===== src/rtl/muldiv_pkg.sv =====
// Shared width, operation codes and FSM states for the iterative multiply/divide unit.
package muldiv_pkg;

  localparam int WIDTH = 16;

  typedef enum logic [1:0] {
    MULL = 2'd0,
    MULH = 2'd1,
    DIV  = 2'd2,
    MOD  = 2'd3
  } op_t;

  typedef enum logic {
    S_IDLE = 1'b0,
    S_RUN  = 1'b1
  } state_t;

  function automatic logic op_is_div(input op_t o);
    return o[1];
  endfunction

endpackage


===== src/rtl/muldiv_step.sv =====
// One radix-2 iteration: shift-add multiply or restoring divide, purely combinational.
module muldiv_step #(
  parameter int W = 16
) (
  input  logic [2*W-1:0] acc,
  input  logic [W-1:0]   operand,
  input  logic           in_bit,
  input  logic [1:0]     op,
  output logic [2*W-1:0] acc_next,
  output logic           q_bit
);
  import muldiv_pkg::*;

  logic [W:0]   rem_sh;
  logic [W-1:0] rem_new;

  always_comb begin
    acc_next = '0;
    q_bit    = 1'b0;
    rem_sh   = {acc[W-1:0], in_bit};
    rem_new  = rem_sh[W-1:0];
    if (op_is_div(op_t'(op))) begin
      // Remainder is W+1 bits after the shift; subtract only when it covers the divisor.
      q_bit    = (rem_sh >= {1'b0, operand});
      if (q_bit)
        rem_new = W'(rem_sh - {1'b0, operand});
      acc_next = {acc[2*W-1:W], rem_new};
    end else begin
      acc_next = {acc[2*W-2:0], 1'b0} + {{W{1'b0}}, operand};
    end
  end

endmodule


===== src/rtl/muldiv_unit.sv =====
// Iterative unsigned multiply/divide: WIDTH cycles per operation, one cycle for divide-by-zero.
module muldiv_unit #(
  parameter int WIDTH = muldiv_pkg::WIDTH
) (
  input  logic             clk,
  input  logic             rst,
  input  logic             start,
  input  logic [1:0]       op,
  input  logic [WIDTH-1:0] num1,
  input  logic [WIDTH-1:0] num2,
  output logic [WIDTH-1:0] muldiv,
  output logic             busy,
  output logic             done,
  output logic             divzero
);
  import muldiv_pkg::*;

  localparam int CW = $clog2(WIDTH);

  state_t             state, state_next;
  op_t                op_q;
  logic [WIDTH-1:0]   a_q, b_q;
  logic [CW-1:0]      cnt, bit_idx;
  logic [2*WIDTH-1:0] acc, acc_step, acc_upd;
  logic [WIDTH-1:0]   step_operand;
  logic               q_bit, is_div, div_zero, last, finish;

  assign is_div   = op_is_div(op_q);
  assign div_zero = is_div && (b_q == '0);
  assign last     = (cnt == CW'(WIDTH - 1));
  assign finish   = (state == S_RUN) && (div_zero || last);
  assign bit_idx  = CW'(WIDTH - 1) - cnt;
  assign busy     = (state == S_RUN);

  // Operands are consumed MSB first: multiplier bit gates the addend, dividend bit feeds the remainder.
  assign step_operand = is_div ? b_q : (b_q[bit_idx] ? a_q : '0);

  muldiv_step #(.W(WIDTH)) u_step (
    .acc      (acc),
    .operand  (step_operand),
    .in_bit   (a_q[bit_idx]),
    .op       (op_q),
    .acc_next (acc_step),
    .q_bit    (q_bit)
  );

  // Quotient bits accumulate in the upper half while the remainder lives in the lower half.
  assign acc_upd = is_div ? {acc_step[2*WIDTH-2:WIDTH], q_bit, acc_step[WIDTH-1:0]} : acc_step;

  always_ff @(posedge clk or posedge rst) begin
    if (rst) state <= S_IDLE;
    else     state <= state_next;
  end

  always_comb begin
    state_next = state;
    case (state)
      S_IDLE: if (start)  state_next = S_RUN;
      S_RUN:  if (finish) state_next = S_IDLE;
      default:            state_next = S_IDLE;
    endcase
  end

  always_ff @(posedge clk or posedge rst) begin
    if (rst) begin
      op_q    <= MULL;
      a_q     <= '0;
      b_q     <= '0;
      cnt     <= '0;
      acc     <= '0;
      muldiv  <= '0;
      done    <= 1'b0;
      divzero <= 1'b0;
    end else begin
      done <= 1'b0;
      if (state == S_IDLE && start) begin
        op_q <= op_t'(op);
        a_q  <= num1;
        b_q  <= num2;
        cnt  <= '0;
        acc  <= '0;
      end else if (state == S_RUN) begin
        if (div_zero) begin
          muldiv  <= (op_q == DIV) ? '1 : a_q;
          divzero <= 1'b1;
          done    <= 1'b1;
        end else begin
          acc <= acc_upd;
          cnt <= cnt + 1'b1;
          if (last) begin
            muldiv  <= (op_q == MULL || op_q == MOD) ? acc_upd[WIDTH-1:0]
                                                     : acc_upd[2*WIDTH-1:WIDTH];
            divzero <= 1'b0;
            done    <= 1'b1;
          end
        end
      end
    end
  end

endmodule

===== config.mk =====
export PLATFORM = sky130hd
export DESIGN_NAME = muldiv_unit
export DESIGN_NICKNAME = d
export VERILOG_FILES = /design/src/rtl/muldiv_pkg.sv /design/src/rtl/muldiv_step.sv /design/src/rtl/muldiv_unit.sv
export SDC_FILE = /design/constraint.sdc
export NUM_CORES = 1
export LEC_CHECK = 0
export ABC_AREA = 1
export BUFFER_PORTS_ARGS = -buffer_cell sky130_fd_sc_hd__buf_2
export CAP_MARGIN = 40
export CELL_PAD_IN_SITES_DETAIL_PLACEMENT = 1
export CELL_PAD_IN_SITES_GLOBAL_PLACEMENT = 1
export CORE_MARGIN = 1
export CORE_UTILIZATION = 48
export CTS_CLUSTER_SIZE = 25
export DETAILED_ROUTE_END_ITERATION = 12
export PLACE_DENSITY = 0.86
export REMOVE_ABC_BUFFERS = 1
export SLEW_MARGIN = 20
export SYNTH_ARGS = -nofsm -noshare
export SYNTH_HDL_FRONTEND = slang
export SYNTH_SLANG_ARGS = --single-unit

===== constraint.sdc =====
create_clock -name clk -period 5.27 [get_ports clk]
set_input_delay 1.054 -clock clk [delete_from_list [all_inputs] [get_ports clk]]
set_output_delay 1.054 -clock clk [all_outputs]
set_load 0.01 [all_outputs]

After elaboration in Yosys (flattened, before gate mapping) --
Cells that the tools add are included.
Storage, ports and cells: bits in latches 0, memories 0, memory bits (writable) 0, flip-flop bits (word level) 89, logic and storage cells 60, output and inout port bits 19, ROM bits 0
Operators by class: shifts and indexed selects 0, multiplexer cells 28, div/mod/pow operators 0, equal/unequal tests 4, $lt $le $gt $ge 2, bitwise operators 2, multipliers 0, reduce and logical (&&, ||, !) cells 11, add/subtract/negate cells 4
Operators by type and width (count):
- 32-bit two-way mux | 5
- 16-bit two-way mux | 7
- 32-bit by 16-bit adder with 32-bit output | 1
- 17-bit by 16-bit greater-or-equal comparator with 1-bit output | 1
- 16-bit zero test | 1
- 16-bit subtractor | 1
- 4-bit two-way mux | 3
- 1-bit two-way mux | 10
- 1-bit binary-select mux with 4-bit select | 2
- 4-bit by 5-bit < comparator with 1-bit output (second input constant) | 1
- 4-bit by 1-bit adder with 4-bit output (second input constant) | 1
- 2-bit equality test (second input constant) | 2
- 4-bit equality test (second input constant) | 1
- 2-bit nonzero test | 2
- 4-bit subtractor (first input constant) | 1
- 1-bit logical AND | 3
- 3-bit AND reduction | 1
- 2-bit zero test | 1
- 1-bit logical OR | 2
- 2-bit by 1-bit != test with 1-bit output (second input constant) | 1
- 1-bit NOT | 2
- 1-bit case mux with 2 select lines | 1
- 2-bit AND reduction | 1

Depth between registers and ports, before layout --
word-level depth 12, depth in mapped cells 29

Hierarchy --
From an unflattened synthesis, not the netlist that was laid out.
Unflattened totals: cells, all modules 1360, area total of the unflattened synthesis 8170.3 um^2
Modules (own cells, without submodules):
- muldiv_unit | instances 1, area each 4904.7 um^2, cells each 701
- muldiv_step | instances 1, area each 3265.6 um^2, cells each 659

Least setup slack after synthesis --
No wires, ideal clock.
kind reg-to-reg, start reg cnt[0], end reg muldiv[7], library setup time 0.117 ns, slack 1.709 ns, arrival 3.445 ns, stages on the path, launching flop included 28, path buffers 3, cell sequence dfrtp_1 buf_6 buf_2 nand2_1 o211ai_1 nand3_1 nand3_1 nand2_1 inv_1 buf_2 o31ai_1 ha_1 inv_1 fa_1 inv_1 nand3_1 nand2_1 nand2_1 nand2_1 nand3_1 nand2_1 nand2_1 nand2_1 nand3_1 nand3_1 nand3_1 nand2_1 nand2_1
Between the ends: word-level cells in the longest chain between the ends 12, elaborated cells between the ends (all ways) 19, classes of those cells add/sub: 3; order compare: 1; eq/ne: 1; mux: 12; reduce/logical: 2
RTL lines:
- start, declared | line muldiv_unit.sv:23 | logic [CW-1:0] cnt, bit_idx;
- start signal, assigned | line muldiv_unit.sv:89 | cnt <= cnt + 1'b1;
- 4-bit subtractor | line muldiv_unit.sv:32 | assign bit_idx = CW'(WIDTH - 1) - cnt;
- 1-bit binary-select mux with 4-bit select | line muldiv_unit.sv:36 | assign step_operand = is_div ? b_q : (b_q[bit_idx] ? a_q : '0);
- 1-bit two-way mux (implied by the code) | line muldiv_unit.sv:36
- 16-bit two-way mux (2 in a row) | line muldiv_unit.sv:36
- 16-bit subtractor / 17-bit by 16-bit greater-or-equal comparator with 1-bit output (equally long branches) | line muldiv_step.sv:26, muldiv_step.sv:24
- 16-bit two-way mux | line muldiv_step.sv:25 | if (q_bit)
- 32-bit two-way mux | line muldiv_step.sv:22 | if (op_is_div(op_t'(op))) begin
- 32-bit two-way mux | line muldiv_unit.sv:48 | assign acc_upd = is_div ? {acc_step[2*WIDTH-2:WIDTH], q_bit, acc_step[WIDTH-1:0]} : acc_step;
- 16-bit two-way mux | line muldiv_unit.sv:91 | muldiv <= (op_q == MULL || op_q == MOD) ? acc_upd[WIDTH-1:0]
- 16-bit two-way mux | line muldiv_unit.sv:90 | if (last) begin
- 16-bit two-way mux | line muldiv_unit.sv:83 | if (div_zero) begin
- end signal, assigned | line muldiv_unit.sv:84 | muldiv <= (op_q == DIV) ? '1 : a_q;
- end signal, assigned | line muldiv_unit.sv:91
- end, declared | line muldiv_unit.sv:11 | output logic [WIDTH-1:0] muldiv,
Parallel ways exist; a longest one is shown, timed or not. The select of a mux whose other input is x is not followed. A chain may end at the register's enable or synchronous reset.

Worst setup path in the final report --
Ends and elaborated chain as after synthesis.

==> results.rst <==
.. list-table::
   :header-rows: 1

   * - Metric
     - Value
   * - Status
     - completed
   * - Slew headroom
     - 0.426
   * - Area inside the core boundary
     - between 15000 and 20000 µm²
   * - Number of synthesized register bits
     - about 90
   * - Count of buffers inserted at the top-level ports
     - 55
   * - Leading cell types in the layout, fill and taps excluded
     - nand2_1, inv_1, nand3_1, dfrtp_1, nor2_1
   * - Max cap viols
     - 0
   * - Post-route cell area
     - between 8000 and 9000 µm²
   * - Seq/Total Area, Yosys
     - 0.296
   * - Measured slew at the worst slew-check pin
     - roughly 860 ps
   * - Resize count post-CTS
     - 0
   * - Final-stage net count
     - approximately 1200
   * - Post-synth EDFFs
     - 0
   * - Via count
     - between 8000 and 9000
   * - Clock tree from TritonCTS
     - done
   * - First-pass GRT wire length
     - 43900 µm
   * - # setup viols final
     - 0
   * - Post-synth ARST share
     - 1.00
   * - Hold Crit Class
     - register to register
   * - Synth top area share
     - 0.296
   * - Root cell of the clock tree
     - clkbuf_16
   * - Number of stages on the worst hold path
     - 2
   * - Layout cells sized above 1
     - 0.134
   * - Number of antenna violations at the first check in global routing
     - 0
   * - Synth Flop Type
     - dfrtp_1
   * - Final hold vios
     - 0
   * - Part of the cycle the worst path needs
     - 0.900
   * - Library cells used by synthesis
     - 44
   * - Critical-path cell with the highest stage delay
     - o31ai_1
   * - Leading cell type in the layout, fill and taps excluded
     - nand2_1
   * - Max Root-Sink Buffers
     - 2
   * - Hold-critical path endpoint
     - muldiv[6]
   * - Number of remaining DRC errors
     - 0
   * - Vias in the first global route
     - ~8400
   * - Number of antenna repair diodes
     - 0
   * - Maximum single-stage delay on the critical path
     - just under 700 ps
   * - Final HPWL from detailed placement
     - 20900 µm
   * - Highest achievable clock rate
     - approximately 210 MHz
   * - Clock latency on the worst-skew pair
     - approximately 360 ps
   * - Overall die area
     - ~16000 µm²
   * - RR Startpoint
     - cnt[0]
   * - Largest net degree at the start of global routing
     - 67
   * - Tot GR Track Use
     - 0.358
   * - Placed Instance Area
     - just under 8000 µm²
   * - RSZ-0062 raised after global routing
     - no
   * - Crit-path most repeated cell
     - nand2_1
   * - Placer congestion estimate
     - around 0.99
   * - Crit. End Element
     - register
   * - Total CTS buffers
     - 9
   * - Length in cells of the worst reg-to-reg path
     - 25
   * - Drt first pass iters
     - 5
   * - Total Neg Setup Slack
     - 0 ps
   * - Final Core Density
     - 0.535
   * - Horizontal die dimension
     - approximately 130 µm
   * - Max Fanout on Critical Path
     - 19
   * - Global route total overflow
     - 0
   * - Crit Path Category
     - register to register
   * - Clock input transition at the sequential cells of the worst setup and hold paths
     - roughly 70 ps
   * - CP Data Arrival Time
     - around 5000 ps
   * - I/O Pins
     - 56
   * - Worst endpoint required time
     - between 5000 and 6000 ps
   * - Number of antenna-violating nets in the routed design
     - 0
   * - Initial Util
     - 0.491
   * - Initial detailed-routing violation count
     - 565
   * - Via count normalized by instance count
     - ~6.0
   * - Post-CTS setup repair buffer count
     - 0
   * - Hold path start
     - muldiv[6]
   * - Number of hold buffers added after CTS
     - 0
   * - Top area cells in the synthesized netlist
     - dfrtp_1, nand2_1, nand3_1, inv_1, ha_1
   * - Mapped cell area
     - approximately 7400 µm²
   * - Setup slack on the worst flop-to-flop path
     - approximately 530 ps
   * - Final critical path time including I/O delays and setup
     - 4740 ps
   * - Type of element launching the critical path
     - register
   * - Number of fillers in the final layout
     - around 2100
   * - Skew final
     - around 7.6 ps
   * - Area growth from synthesis to layout
     - 9.11%
   * - Routed length per placed instance
     - ~20 µm
   * - Number of slew-limit violations in the final report
     - 0
   * - Height of the chip
     - about 130 µm
   * - End of the worst register-to-register path
     - muldiv[7]
   * - Dominant cell type by area after synthesis
     - dfrtp_1
   * - # clock sinks
     - 88
   * - Number of cell rows
     - 45
   * - Average instance area after synthesis
     - roughly 6.6 µm²
   * - Count of yosys warnings during synthesis
     - 0
   * - DRT Wirelength
     - 27600 µm
   * - Clock H-tree levels
     - 3
   * - Gate Count Post-Synth
     - 1126
## final cells by class
type,instances,area (µm²),share of cell area
Sequential cell,88,2200,0.272
Clock inverter,4,76.3,0.00942
Multi-Input combinational cell,839,4400,0.542
Timing Repair Buffer,63,375,0.0463
Inverter,150,564,0.0696
Tap cell,188,235,0.0290
Clock buffer,12,256,0.0316
## per-layer routing
metal | GRT usage | wire (µm) | up-vias
met5 | 0 | 0 | -
met4 | 0.199 | 1390 | 0
met3 | 0.0384 | 1540 | 96
met2 | 0.606 | 13100 | 319
met1 | 0.448 | 11500 | 3882
li1 | - | - | 3717
## worst max-delay path by stage
stage,startpoint,end,slack [ps],depth (start not counted)
6_report,cnt[0],muldiv[7],530,25
2_1_floorplan,op_q[1],muldiv[15],1130,15
5_1_grt,cnt[0],muldiv[7],160,25
4_1_cts,cnt[0],muldiv[7],570,25
3_3_place_gp,cnt[0],muldiv[7],820,23
3_5_place_dp,cnt[0],muldiv[7],760,25
## registers in the layout, summed over array words and instances (netlist names)
name     cells
acc         31
busy         1
divzero      1
op_q         2
done         1
b_q         16
cnt          4
muldiv      16
a_q         16
## synthesized netlist by cell type, types with 2 or more instances
master / instances
xor2_1: 10
nand4_4: 2
nand2_1: 308
buf_1: 8
inv_2: 13
inv_1: 136
nand3b_1: 4
nor4_1: 4
o31ai_1: 14
nand2_2: 30
o21ai_0: 48
dfrtp_1: 88
buf_6: 2
nand3_2: 12
a21oi_1: 73
o22ai_1: 2
mux2_2: 3
nor2_1: 78
a31oi_1: 16
ha_1: 35
nor2_2: 8
fa_1: 2
clkbuf_1: 15
o211ai_1: 8
buf_4: 10
nor3_1: 11
and2_1: 5
nand3_1: 126
o21ai_1: 7
o21a_1: 2
nand4_1: 20
o21bai_1: 3
buf_2: 12
## cell families after synthesis
family / count (synthesis) / synth area share
adder cells (fa/ha/maj): 37 / 0.0643
buffers and inverters: 199 / 0.113
AO/OA/AOI/OAI: 178 / 0.136
AND/OR/NAND/NOR: 610 / 0.373
flip-flops: 88 / 0.296
multiplexers: 3 / 0.00455
XOR/XNOR: 11 / 0.0130
## stage by stage
step                hold slack (ps)  cells  setup slack (ps)
finish                          485   1344               529
global route                    517   1344               158
CTS                             487   1343               572
detailed placement              471   1327               757
global placement                459   1325               817
floorplan                       485   1077              1130
## critical path, delay by kind of cell (launching register included)
family | cells | cell delay [ps]
AND/OR/NAND/NOR | 16 | 1630
buffers and inverters | 4 | 690
AO/OA/AOI/OAI | 3 | 990
flip-flops | 1 | 590
adder cells (fa/ha/maj) | 2 | 730
Power is left out: the tool's default activity adds up to more than one toggle a clock period on the data nets, which glitch-free logic cannot reach.
